===== config.mk =====
export PLATFORM = sky130hd
export DESIGN_NAME = imem_loader
export DESIGN_NICKNAME = d
export VERILOG_FILES = /design/src/rtl/riscv_pkg.sv /design/src/rtl/imem_loader.sv
export SDC_FILE = /design/constraint.sdc
export NUM_CORES = 1
export LEC_CHECK = 0
export CORE_UTILIZATION = 45
export CTS_BUF_LIST = sky130_fd_sc_hd__clkbuf_4 sky130_fd_sc_hd__clkbuf_8
export DETAILED_ROUTE_END_ITERATION = 16
export SLEW_MARGIN = 25
export SYNTH_ARGS = -nofsm -noshare
export SYNTH_HDL_FRONTEND = slang
export SYNTH_SLANG_ARGS = --single-unit

===== constraint.sdc =====
create_clock -name clk -period 4.4 [get_ports clk]
set_clock_uncertainty 0.2 [all_clocks]
set_input_delay 0.44 -clock clk [delete_from_list [all_inputs] [get_ports clk]]
set_output_delay 0.44 -clock clk [all_outputs]
set_load 0.1 [all_outputs]

===== src/rtl/riscv_pkg.sv =====
// Shared core parameters and the program-loader state encoding.
package riscv_pkg;

  localparam int unsigned XLEN             = 32;
  localparam int unsigned MEM_SIZE         = 1024;
  localparam int unsigned LOADER_MAX_WORDS = MEM_SIZE;

  typedef enum logic [2:0] {
    LdIdle,
    LdLen,
    LdData,
    LdCheck,
    LdDone,
    LdErr
  } loader_state_e;

endpackage


===== src/rtl/imem_loader.sv =====
// Byte-stream program loader: assembles little-endian words from a byte source,
// writes them to sequential instruction-memory addresses and verifies a trailing
// checksum. Holds the core while loading and after a rejected image.
module imem_loader #(
  parameter int unsigned XLEN     = riscv_pkg::XLEN,  // must be 32
  parameter int unsigned MEM_SIZE = riscv_pkg::MEM_SIZE,
  parameter int unsigned AW       = $clog2(MEM_SIZE)
) (
  input  logic            clk,
  input  logic            rst,
  input  logic            start,
  input  logic            byte_valid,
  input  logic [7:0]      byte_data,
  output logic            byte_ready,
  output logic            mem_we,
  output logic [AW-1:0]   mem_addr,
  output logic [XLEN-1:0] mem_wdata,
  output logic            core_hold,
  output logic            busy,
  output logic            done,
  output logic            error
);
  import riscv_pkg::*;

  loader_state_e   state_q;
  logic [1:0]      byte_cnt_q;
  logic [XLEN-1:0] shift_q;
  logic [XLEN-1:0] sum_q;
  // One extra bit so a full-memory image (N == MEM_SIZE) fits.
  logic [AW:0]     len_q;
  logic [AW:0]     word_idx_q;

  logic            byte_fire;
  logic            field_done;
  logic [XLEN-1:0] field_word;
  logic [AW:0]     idx_inc;

  assign byte_fire  = byte_valid & byte_ready;
  assign field_done = byte_fire & (byte_cnt_q == 2'd3);
  // Shift right so byte k of a field ends up in bits [8k+7:8k].
  assign field_word = {byte_data, shift_q[XLEN-1:8]};
  assign idx_inc    = word_idx_q + {{AW{1'b0}}, 1'b1};

  // Loader FSM with all outputs registered alongside the state.
  always_ff @(posedge clk or posedge rst) begin
    if (rst) begin
      state_q    <= LdIdle;
      byte_cnt_q <= 2'd0;
      shift_q    <= '0;
      sum_q      <= '0;
      len_q      <= '0;
      word_idx_q <= '0;
      byte_ready <= 1'b0;
      mem_we     <= 1'b0;
      mem_addr   <= '0;
      mem_wdata  <= '0;
      core_hold  <= 1'b0;
      busy       <= 1'b0;
      done       <= 1'b0;
      error      <= 1'b0;
    end else begin
      mem_we <= 1'b0;
      unique case (state_q)
        LdIdle, LdDone, LdErr: begin
          if (start) begin
            state_q    <= LdLen;
            byte_cnt_q <= 2'd0;
            sum_q      <= '0;
            word_idx_q <= '0;
            byte_ready <= 1'b1;
            core_hold  <= 1'b1;
            busy       <= 1'b1;
            done       <= 1'b0;
            error      <= 1'b0;
          end
        end
        LdLen, LdData, LdCheck: begin
          if (byte_fire) begin
            shift_q    <= field_word;
            byte_cnt_q <= byte_cnt_q + 2'd1;
          end
          if (field_done) begin
            unique case (state_q)
              LdLen: begin
                len_q <= field_word[AW:0];
                if (field_word > MEM_SIZE) begin
                  state_q    <= LdErr;
                  byte_ready <= 1'b0;
                  busy       <= 1'b0;
                  error      <= 1'b1;
                end else if (field_word == '0) begin
                  state_q <= LdCheck;
                end else begin
                  state_q <= LdData;
                end
              end
              LdData: begin
                mem_we     <= 1'b1;
                mem_addr   <= word_idx_q[AW-1:0];
                mem_wdata  <= field_word;
                sum_q      <= sum_q + field_word;
                word_idx_q <= idx_inc;
                if (idx_inc == len_q) state_q <= LdCheck;
              end
              default: begin
                byte_ready <= 1'b0;
                busy       <= 1'b0;
                if (field_word == sum_q) begin
                  state_q   <= LdDone;
                  core_hold <= 1'b0;
                  done      <= 1'b1;
                end else begin
                  state_q <= LdErr;
                  error   <= 1'b1;
                end
              end
            endcase
          end
        end
        default: state_q <= LdIdle;
      endcase
    end
  end

endmodule


==> results summary, run 1 <==
The run finished with clean final reports. The share of flip-flops with an asynchronous set or reset came out at 1.00. The number of clock buffers inserted by TritonCTS is 17.

The mean instance size in the synthesized netlist came out at around 9.4 µm². The count of buffers inserted at the top-level ports is 59. The overall fraction of global-route tracks in use is 0.230. The period utilization came out at 0.734. The final standard cell utilization of the core is 0.541. The largest area contributor in the synthesized netlist is sky130_fd_sc_hd__dfrtp_1. The number of clock sinks came out at 130.

The type of destination of the critical path is a register. In this run the tightest slew margin relative to its limit is 0.325. The actual slew at the worst max-slew pin is 1.01 ns. From synthesis to final layout, the design area changed by 16.6%. The most common cell in the synthesized netlist is sky130_fd_sc_hd__nand2_1.

Static timing analysis puts the maximum clock frequency at 310 MHz. The required arrival time at the worst endpoint came out at between 4 and 5 ns. The number of flip-flops and latches in the synthesized netlist is 130. The number of antenna diodes came out at 0. The share of the yosys chip area belonging to registers came out at 0.460. The total I/O pin count came out at 60. The leakage power is 3.87 nW.

The largest driver fanout on the critical path is 5. The warning count from the yosys run is 0. The horizontal die dimension is 127 µm. Yosys attributes the largest share of cell area to sky130_fd_sc_hd__dfrtp_1 (46%), sky130_fd_sc_hd__nand2_1 (10%), sky130_fd_sc_hd__ha_1 (5.8%), sky130_fd_sc_hd__mux2_2 (5.6%), sky130_fd_sc_hd__o21ai_0 (4.6%). The total die area is approximately 0.016 mm².

The first-pass GRT wire length is 29000 µm. The final max-slew violation count is 0. The maximum number of pins on one net before global-route repair came out at 85. The final hold violation count is 0. The via density per instance is 5.53. The final design instance area without fill came out at 0.00825 mm². After detailed routing, the number of remaining DRC violations is 0. The starting utilization of the core area is 0.464. The number of violations reported at the end of detailed-routing iteration 0 came out at 468.

For this run, the leading register cell type out of synthesis is sky130_fd_sc_hd__dfrtp_1. The half-perimeter wire length of the detailed placement result is 12100 µm. The via count of the first global-routing pass came to ~5700. The per-cell routed wire length came out at approximately 17 µm. STA classifies the critical path startpoint as a register. The fraction of layout instances using a drive strength above 1 came out at 0.111. The data arrival at the endpoint of the critical path is 3.35 ns. The post-CTS setup buffer count came out at 0. The minimum setup slack in the final design came out at ~1.2 ns. In this run the cell area of the synthesized design comes to roughly 0.0071 mm².

The length of the first detailed-routing pass in iterations is 6. The total number of vias came out at 5701. After detailed routing, the total wire length is 17600 µm. The worst setup path is of the register to register kind. The worst hold path class is input port to async pin. Max-cap violations in this run came to 0. The setup TNS came out at 0 ns. The number of buffers added to fix hold violations after cts came out at 0. The post-route antenna net violation count is 0. The leftover overflow at the end of global routing came out at 0. The area inside the core boundary came out at roughly 0.015 mm².

TritonCTS built the clock tree. Setup violations remaining at the end of the flow were counted as 0. The number of synthesized flops with an enable pin came out at 0. The largest buffer count on any clock path came out at 2. IR analysis of the VDD net gives a maximum drop of 0.220 mV. The synthesized netlist cell count came out at ~760.

In this run the critical register-to-register path is launched from shift_q[8]. The number of unique standard cell types used by synthesis came out at 58. Clock-pin slew was measured on the worst setup and hold paths at approximately 0.080 ns. The total of cells resized after clock tree synthesis is 0. Setup repair after global routing left no endpoint under its margin. The power density of the placed cells is 488 mW/mm². The H-tree generated during clock tree synthesis spans 4 levels. The chip height is 127 µm. By count the netlist is led by sky130_fd_sc_hd__nand2_1 (192), sky130_fd_sc_hd__dfrtp_1 (130), sky130_fd_sc_hd__o21ai_0 (65), sky130_fd_sc_hd__mux2_2 (35), sky130_fd_sc_hd__ha_1 (33). The proportion of netlist area held by the largest area contributor came out at 0.460.

The critical path starts at shift_q[8]. The cell sitting at the root of the clock tree is a sky130_fd_sc_hd__clkbuf_8. The initial antenna violation count came out at 0.

Row generation in the floorplan step produced 45 rows. The last weighted congestion value of the routability-driven placer is 0.893. In the final design database the tool counted 852 nets. The later-pin clock latency in the skew report came out at approximately 0.45 ns. The number of nets in the synthesized netlist came out at 802.

After detailed placement, the total cell area comes to 0.00785 mm². The post-place setup slack is around 1.2 ns. The smallest clock period supported by the final layout is computed as 3.23 ns.
through the flow:
step | cells | hold slack, ns | total power [mW]
2_1_floorplan | 756 | 0.253 | 2.60
3_3_place_gp | 998 | 0.257 | 2.98
3_5_place_dp | 998 | 0.263 | 3.01
4_1_cts | 1030 | 0.283 | 4.05
5_1_grt | 1030 | 0.312 | 4.25
6_report | 1030 | 0.277 | 4.03
path summary, 6_finish.rpt:
path,endpoint,slack (ns),depth (start not counted)
max,sum_q[30],1.17,12
min,state_q[2],0.28,2
max reg2reg,sum_q[30],1.17,12
min reg2reg,mem_wdata[0],0.28,2
max in group asynchronous,shift_q[17],2.89,3
min in group clk,mem_wdata[0],0.28,2
logic make-up (layout without fill, tap and decap cells):
kind of cell | Yosys count | in the layout | share of synthesized area
simple gates | 301 | 301 | 0.187
compound gates | 160 | 160 | 0.149
flops | 130 | 130 | 0.460
xor+xnor | 48 | 48 | 0.0594
buf+inv | 48 | 111 | 0.0281
mux | 35 | 35 | 0.0557
fa+ha+maj | 34 | 34 | 0.0612
critical path: stages (launching register included):
cell and delay, ns:
sky130_fd_sc_hd__dfrtp_1 0.42, sky130_fd_sc_hd__ha_1 0.21, sky130_fd_sc_hd__inv_1 0.06, sky130_fd_sc_hd__fa_1 0.39, sky130_fd_sc_hd__and2b_1 0.24, sky130_fd_sc_hd__o2111ai_2 0.13, sky130_fd_sc_hd__a21oi_2 0.23, sky130_fd_sc_hd__a21oi_2 0.12
sky130_fd_sc_hd__o31a_4 0.40, sky130_fd_sc_hd__o31ai_4 0.28, sky130_fd_sc_hd__o311a_4 0.23, sky130_fd_sc_hd__a2bb2oi_2 0.12, sky130_fd_sc_hd__o21ai_1 0.08
where the power goes:
group	switching, mW	total (mW)	internal, mW	leakage (nW)
combinational	0.776	1.29	0.513	1.93
sequential	0.320	1.71	1.39	1.74
clock	0.494	1.03	0.539	0.195
registers in the layout, indices dropped and copies added, names as in the netlist:
register	count
shift_q	24
sum_q	32
mem_we	1
done	1
mem_addr	10
mem_wdata	32
core_hold	1
byte_cnt_q	2
word_idx_q	11
busy	1
error	1
len_q	11
state_q	3
placed cells by master (no fill, tap or decap), drive strengths merged, types with 7 or more instances in the layout:
| master | synthesis | routed |
|---|---|---|
| a21o | 9 | 9 |
| a21oi | 28 | 28 |
| and3 | 10 | 10 |
| clkbuf | 21 | 20 |
| clkdlybuf4s50 | 0 | 59 |
| dfrtp | 130 | 130 |
| ha | 33 | 33 |
| inv | 14 | 14 |
| mux2 | 35 | 35 |
| nand2 | 192 | 192 |
| nand2b | 12 | 12 |
| nand3 | 8 | 8 |
| nand4 | 8 | 8 |
| nor2 | 32 | 32 |
| nor3 | 7 | 7 |
| nor4 | 15 | 15 |
| o21ai | 73 | 73 |
| o21bai | 7 | 7 |
| o31ai | 7 | 7 |
| xnor2 | 28 | 28 |
| xor2 | 20 | 20 |
final cells by class:
type | count | area [µm²]
fill | 1356 | 7010
multi-input combinational | 578 | 3630
sequential | 130 | 3250
timing repair buffer | 65 | 648
clock buffer | 20 | 269
tap | 211 | 264
clock inverter | 12 | 131
inverter | 14 | 55.1
layer usage:
metal / share of wire / wire length (µm) / track usage
met5: 0 / 0 / 0
met4: 0.021 / 370 / 0.0854
met3: 0.040 / 694 / 0.0402
met2: 0.49 / 8600 / 0.392
met1: 0.45 / 7890 / 0.294
(Power assumes the default switching activity.)
==> inputs of run 2 (changes only) <==
clock period = 3.1 ns   (was 4.4 ns; I/O delays follow)
==> run 2 against run 1 <==
Net effect:
- power up 52%
- global-route usage up 1.1 points
- die area unchanged
- cell count grew 3.4%
- via count increased by 1.8%
- clock-buffer cell count decreased by 3
==> results summary, run 2 (synthesized netlist as in run 1, its figures left out) <==
Largest registers ranked by flip-flop count: mem_wdata (32), sum_q (32), shift_q (24) (unchanged). The critical path startpoint was shift_q[8] (unchanged). The minimum clock period after layout came out at 2.98 ns (was 3.23 ns). The largest driver fanout on the critical path came out at 5 (unchanged). The number of buffers added to fix hold violations after cts came out at 0 (unchanged). The fraction of layout instances using a drive strength above 1 came out at 0.213 (was 0.111). RSZ-0062 raised after global routing: no (unchanged). The data arrival at the endpoint of the critical path is 3.12 ns (was 3.35 ns). The maximum number of pins on one net before global-route repair is 85 (unchanged). The number of maximum-capacitance constraint violations came out at 0 (unchanged). The via count of the first global-routing pass came out at 5897 (was 5673). The total number of H-tree levels is 4 (unchanged).

The worst hold slack across all endpoints is 0.0170 ns (was 0.277 ns). The overall fraction of global-route tracks in use came to 0.241 (was 0.230). The post-place setup slack came out at -0.0360 ns (was 1.21 ns). The worst slew slack as a fraction of its limit is 0.561 (was 0.325).

The total I/O pin count is 60 (unchanged). The area inside the core boundary is 0.0153 mm² (unchanged). The cell type group with the largest total delay on the critical path is compound AO/OA/AOI/OAI gates (unchanged).

The clock transition at the register clock pins on the worst setup and hold paths after CTS was 0.08 ns (about the same). The first-pass GRT wire length came out at 30200 µm (was 29000 µm). The last weighted congestion value of the routability-driven placer is 0.910 (was 0.893).

The highest clock rate is 336 MHz (was 310 MHz). The root cell of the clock tree is sky130_fd_sc_hd__clkbuf_8 (unchanged). The type of destination of the critical path is a register (unchanged).

The half-perimeter wire length of the detailed placement result is 13300 µm (was 12100 µm). The number of nets in the finished design came out at 887 (was 852). The leakage power is 4.17 nW (was 3.87 nW).

The worst IR drop on VDD was 0.361 mV (was 0.220 mV). The remaining design rule violation count came out at 0 (unchanged). The length of the first detailed-routing pass in iterations came out at 5 (was 6). The starting utilization of the core area came out at 0.464 (unchanged). The leading cell type in the layout, fill and taps excluded is sky130_fd_sc_hd__nand2_1 (unchanged). The per-cell routed wire length came out at 17.1 µm (was 17.0 µm). The number of clock sinks is 130 (unchanged). The clock tree from TritonCTS was yes (unchanged).

The number of antenna diodes is 0 (unchanged). The class of the most critical setup path was register to register (unchanged). The critical path's most frequent cell was sky130_fd_sc_hd__a21oi_2 (unchanged). The power density of the placed cells came out at 719 mW/mm² (was 488 mW/mm²).

The number of clock buffers inserted by TritonCTS came out at 17 (unchanged). The minimum setup slack in the final design is 0.121 ns (was 1.17 ns). Crit-path cells: ha_1 -> inv_1 -> fa_2 -> and2b_1 -> o2111ai_2 -> a21oi_2 -> a21oi_2 -> o31a_4 -> o31ai_4 -> o311a_4 -> a2bb2oi_2 -> o21ai_1 (was ha_1 -> inv_1 -> fa_1 -> and2b_1 -> o2111ai_2 -> a21oi_2 -> a21oi_2 -> o31a_4 -> o31ai_4 -> o311a_4 -> a2bb2oi_2 -> o21ai_1). Status: complete, no violations (unchanged). The horizontal die dimension came out at 127 µm (unchanged). The kind of launch point of the worst setup path is a register (unchanged). The critical register-to-register path startpoint is shift_q[8] (unchanged). The count of buffers inserted at the top-level ports came out at 59 (unchanged).

The final-report setup violation count came out at 0 (unchanged). The final standard cell utilization of the core is 0.557 (was 0.541). The initial antenna violation count is 0 (unchanged). The largest buffer count on any clock path came out at 2 (unchanged). The total number of vias came out at 5805 (was 5701). The actual slew at the worst max-slew pin came out at 0.652 ns (was 1.01 ns).

The final hold violation count is 0 (unchanged). The chip height is 127 µm (unchanged). The final routed wirelength across all metal layers came out at 18300 µm (was 17600 µm). The cell at the slowest stage of the critical path is sky130_fd_sc_hd__dfrtp_1 (unchanged). The via density per instance is 5.45 (was 5.53). The later-pin clock latency in the skew report came out at 0.45 ns (about the same). The peak per-stage delay on the critical path is 0.36 ns (was 0.42 ns). The layout-stage area growth over the synthesis result came out at 20.1% (was 16.6%). The leftover overflow at the end of global routing is 0 (unchanged). The post-route antenna net violation count is 0 (unchanged). The count of buffering cells on the critical path with inverters included came to 1 (unchanged). The worst hold path class was input port to async pin (unchanged). The count of standard-cell rows is 45 (unchanged). The total die area is 0.0162 mm² (unchanged). The number of violations reported at the end of detailed-routing iteration 0 came to 278 (was 468). The period utilization came out at 0.961 (was 0.734). Most used cells in the layout excluding fill and tap cells: sky130_fd_sc_hd__nand2_1 (192), sky130_fd_sc_hd__dfrtp_1 (130), sky130_fd_sc_hd__buf_4 (86) (was sky130_fd_sc_hd__nand2_1 (192), sky130_fd_sc_hd__dfrtp_1 (130), sky130_fd_sc_hd__o21ai_0 (65)).

The required arrival time at the worst endpoint is 3.24 ns (was 4.52 ns). The final max-slew violation count is 0 (unchanged).
[run 2: cell count changes in the layout (fill, tap and decap cells not counted), sizes merged]
| cell | before | now |
|---|---|---|
| clkinvlp | 4 | 2 |
| inv | 14 | 20 |
| bufinv | 2 | 3 |
| clkinv | 6 | 4 |
| clkdlybuf4s50 | 59 | 11 |
| clkbuf | 20 | 17 |
| buf | 6 | 89 |
[run 2: worst paths after layout]
path                                      end  slack (ns)  cells after the start
worst min-delay path                     done        0.02                      2
worst max register to register      sum_q[30]        0.12                     12
min in group clk                  mem_addr[8]        0.28                      2
max in group asynchronous       mem_wdata[20]        2.09                      3
worst min register to register    mem_addr[8]        0.28                      2
worst max-delay path                sum_q[30]        0.12                     12
[run 2: what timing repair did]
action                     in CTS  in global routing
setup endpoints to repair       3                  6
setup buffers                   1                  0
cloned                          0                  0
pin swaps                       1                  3
resized for setup               1                  8
[run 2: metal layers]
metal	vias to the layer above	share of wire	track usage
met3	37	0.035	0.0523
met5	-	0	0
met2	130	0.49	0.404
li1	2798	-	-
met1	2840	0.44	0.295
met4	0	0.034	0.116
[run 2: where the power goes]
group          internal (mW)  leakage (nW)  switching (mW)  total [mW]
combinational          0.923          2.22            1.36        2.28
sequential              1.97          1.74           0.280        2.25
clock                  0.822         0.216           0.757        1.58
[run 2: worst reg2reg max path, stage by stage, from the launching register on]
cell	delay (ns)
sky130_fd_sc_hd__dfrtp_1	0.36
sky130_fd_sc_hd__ha_1	0.19
sky130_fd_sc_hd__inv_1	0.08
sky130_fd_sc_hd__fa_2	0.36
sky130_fd_sc_hd__and2b_1	0.23
sky130_fd_sc_hd__o2111ai_2	0.13
sky130_fd_sc_hd__a21oi_2	0.22
sky130_fd_sc_hd__a21oi_2	0.12
sky130_fd_sc_hd__o31a_4	0.34
sky130_fd_sc_hd__o31ai_4	0.22
sky130_fd_sc_hd__o311a_4	0.24
sky130_fd_sc_hd__a2bb2oi_2	0.13
sky130_fd_sc_hd__o21ai_1	0.06
[run 2: through the flow]
stage	total power, mW	TNS (ns)	area, µm²	std cells
finish	6.11	0	8500	1065
global route	6.45	0	8500	1065
CTS	6.14	0	8450	1065
detailed placement	4.54	-0.0554	8010	1032
global placement	4.50	0	8010	1032
floorplan	3.70	0	7080	756
[run 2: cell type report]
cell class                 count  area [µm²]
timing repair buffer         100         816
sequential                   130        3250
multi-input combinational    578        3680
inverter                      14        56.3
tap                          211         264
fill                        1389        6760
clock inverter                15         195
clock buffer                  17         234
==> inputs of run 3 (changes only) <==
SETUP_SLACK_MARGIN = 0.2   (was default)
clock period = 2.8 ns   (was 3.1 ns; I/O delays follow)
==> run 3 against run 2 <==
Net effect:
- the run now ends with negative setup slack left
- worst setup slack lost 0.20 ns
- register-to-register slack lost 0.20 ns
- utilization grew 4.6 points
- cell area grew 8.2%
- sequential share of layout area shrank 2.9 points
- die area is the same
- non-clock buffer count grew 69
- sequential cell count is the same
- critical path depth is the same
- critical endpoint is now sum_q[28]
- largest power group unchanged
- highest routed layer unchanged
==> results summary, run 3 (synthesized netlist as in run 1, its figures left out) <==
The reg-to-reg setup timing slack came out at -0.08 ns (was 0.12 ns). The area inside the core boundary came out at 0.0153 mm² (unchanged). The number of clock sinks came out at 130 (unchanged). The flip-flop and latch area is 0.00326 mm² (was 0.00325 mm²). Largest registers ranked by flip-flop count: mem_wdata (32), sum_q (32), shift_q (24) (unchanged). The worst slew slack as a fraction of its limit came to 0.506 (was 0.561).

The switching portion of total power came out at 0.388 (was 0.392). The layout-stage area growth over the synthesis result is 29.9% (was 20.1%). The required arrival time at the worst endpoint came out at 2.92 ns (was 3.24 ns). The minimum clock period after layout is 2.88 ns (was 2.98 ns).

The number of clock buffers inserted by TritonCTS is 17 (unchanged). The later-pin clock latency in the skew report came out at 0.45 ns (about the same). The horizontal die dimension is 127 µm (unchanged). The peak per-stage delay on the critical path came to 0.38 ns (was 0.36 ns).

The total number of H-tree levels is 4 (unchanged). Most used cells in the layout excluding fill and tap cells: sky130_fd_sc_hd__nand2_1 (191), sky130_fd_sc_hd__buf_4 (153), sky130_fd_sc_hd__dfrtp_1 (128) (was sky130_fd_sc_hd__nand2_1 (192), sky130_fd_sc_hd__dfrtp_1 (130), sky130_fd_sc_hd__buf_4 (86)). The post-layout total power came out at 7.18 mW (was 6.11 mW). The number of nets in the finished design came out at 956 (was 887).

The largest driver fanout on the critical path is 4 (was 5). The cell type group with the largest total delay on the critical path is compound AO/OA/AOI/OAI gates (unchanged). The count of standard-cell rows is 45 (unchanged). The length of the first detailed-routing pass in iterations came out at 4 (was 5).

The worst reg2reg path depth came out at 12 (unchanged). The fraction of layout instances using a drive strength above 1 is 0.307 (was 0.213). The root cell of the clock tree is sky130_fd_sc_hd__clkbuf_8 (unchanged). The leftover overflow at the end of global routing was 0 (unchanged). The final routed wirelength across all metal layers is 19800 µm (was 18300 µm). The power density of the placed cells is 781 mW/mm² (was 719 mW/mm²). The number of violations reported at the end of detailed-routing iteration 0 was 338 (was 278).

The actual slew at the worst max-slew pin was 0.735 ns (was 0.652 ns). The post-place setup slack came out at -0.138 ns (was -0.0360 ns). The leakage power was 4.51 nW (was 4.17 nW). The last weighted congestion value of the routability-driven placer is 0.893 (was 0.910). The clock tree from TritonCTS is yes (unchanged). The highest clock rate came out at 347 MHz (was 336 MHz). The starting utilization of the core area is 0.464 (unchanged). The number of antenna diodes is 0 (unchanged). The minimum setup slack in the final design came out at -0.0832 ns (was 0.121 ns). Status: finished with violations (was complete, no violations).

The period utilization is 1.03 (was 0.961). The total die area came out at 0.0162 mm² (unchanged). The type of destination of the critical path is a register (unchanged). The clock power share came out at 0.234 (was 0.258).

The final reports fail on negative setup slack. The number of cells on the worst hold path came out at 2. The critical register-to-register path startpoint is sum_q[0] (was shift_q[8]).

The worst min-delay path endpoint is mem_wdata[3]. The number of filler cells placed in the layout came out at 1323 (was 1389). The kind of launch point of the worst setup path is a register (unchanged). RSZ-0062 raised after global routing: yes (was no). The end of the worst register-to-register path is sum_q[28] (was sum_q[30]). The via count of the first global-routing pass is 6224 (was 5897). The data arrival at the endpoint of the critical path is 3.01 ns (was 3.12 ns). The first-pass GRT wire length came out at 31900 µm (was 30200 µm). The chip height is 127 µm (unchanged). The total number of vias is 6162 (was 5805). The cell at the slowest stage of the critical path is sky130_fd_sc_hd__dfrtp_1 (unchanged). The half-perimeter wire length of the detailed placement result came out at 14200 µm (was 13300 µm). The clock transition at the register clock pins on the worst setup and hold paths after CTS is 0.08 ns (about the same). The critical path's most frequent cell is sky130_fd_sc_hd__a21oi_2 (unchanged). The area of the multi-input gates came to 0.00387 mm² (was 0.00368 mm²). Crit-path cells: ha_2 -> inv_2 -> fa_2 -> and2b_1 -> o2111ai_2 -> a21oi_2 -> a21oi_2 -> o31a_4 -> o31ai_2 -> o311ai_1 -> xor2_1 -> o21ai_1 (was ha_1 -> inv_1 -> fa_2 -> and2b_1 -> o2111ai_2 -> a21oi_2 -> a21oi_2 -> o31a_4 -> o31ai_4 -> o311a_4 -> a2bb2oi_2 -> o21ai_1).

The worst IR drop on VDD came out at 0.501 mV (was 0.361 mV). The count of buffers inserted at the top-level ports came out at 59 (unchanged). The internal power of the cells is 4.40 mW (was 3.71 mW). The initial antenna violation count came out at 0 (unchanged). The final max-slew violation count was 0 (unchanged). The power spent charging and discharging nets is 2.79 mW (was 2.40 mW).

The largest buffer count on any clock path came out at 2 (unchanged). The setup TNS is -0.368 ns (was 0 ns). The via density per instance was 5.43 (was 5.45). The remaining design rule violation count is 0 (unchanged).

The leading cell type in the layout, fill and taps excluded was sky130_fd_sc_hd__nand2_1 (unchanged). The class of the most critical setup path is register to register (unchanged). The maximum number of pins on one net before global-route repair is 85 (unchanged). The worst hold path class is register to register (was input port to async pin). The worst hold path begins at mem_wdata[3].

The fraction of power consumed by sequential logic is 0.342 (was 0.368). The overall fraction of global-route tracks in use is 0.255 (was 0.241). The total I/O pin count is 60 (unchanged). The final hold violation count is 0 (unchanged). The final-report setup violation count came out at 7 (was 0). The number of maximum-capacitance constraint violations is 0 (unchanged). The per-cell routed wire length is 17.5 µm (was 17.1 µm). The post-route antenna net violation count is 0 (unchanged). The combinational power share is 0.424 (was 0.374). The count of buffering cells on the critical path with inverters included was 1 (unchanged).
run 3: timing repair:
item	4_1_cts	5_1_grt
setup endpoints to repair	15	20
hold buffers	1	0
setup buffers	8	8
pin swaps	25	20
hold endpoints to repair	1	0
resized for setup	16	35
run 3: power groups by stage:
stage | sequential, mW | clock, mW | combinational [mW]
floorplan | 2.65 | 0 | 1.46
global placement | 2.48 | 0 | 2.83
detailed placement | 2.49 | 0 | 2.87
CTS | 2.46 | 1.71 | 2.94
global route | 2.49 | 1.79 | 3.26
finish | 2.46 | 1.68 | 3.04
run 3: layer usage:
metal / GRT usage / routed length [µm]
met5: 0 / 0
met4: 0.0910 / 384
met3: 0.0436 / 671
met2: 0.451 / 10200
met1: 0.312 / 8560
run 3: worst min-delay path, delay by kind of cell (launching register included):
kind	cells	cell delay, ns
DFF	1	0.35
and+or+nand+nor	2	0.10
run 3: cell type report:
| type | count | share of cell area |
|---|---|---|
| sequential | 130 | 0.354 |
| multi-input combinational | 578 | 0.420 |
| clock buffer | 22 | 0.0316 |
| clock inverter | 10 | 0.0136 |
| inverter | 14 | 0.00612 |
| timing repair buffer | 169 | 0.146 |
| tap | 211 | 0.0287 |
run 3: worst max-delay path by stage:
stage	startpoint	end	slack, ns	depth (start not counted)
final	sum_q[0]	sum_q[28]	-0.08	12
after global routing	sum_q[0]	sum_q[28]	-0.23	12
after CTS	sum_q[0]	sum_q[28]	-0.07	12
after detailed placement	sum_q[0]	sum_q[28]	-0.14	12
after global placement	sum_q[0]	sum_q[28]	-0.008	12
after floorplan	shift_q[8]	sum_q[28]	0.05	12
run 3: metrics by stage:
step / hold slack, ns / cells / util / cell area [µm²]
final: 0.280 / 1134 / 0.603 / 9200
after detailed placement: 0.263 / 1085 / 0.552 / 8430
after floorplan: 0.185 / 756 / - / 7110
after global routing: 0.287 / 1134 / 0.603 / 9200
after CTS: 0.258 / 1126 / 0.589 / 8990
after global placement: 0.261 / 1085 / 0.552 / 8430
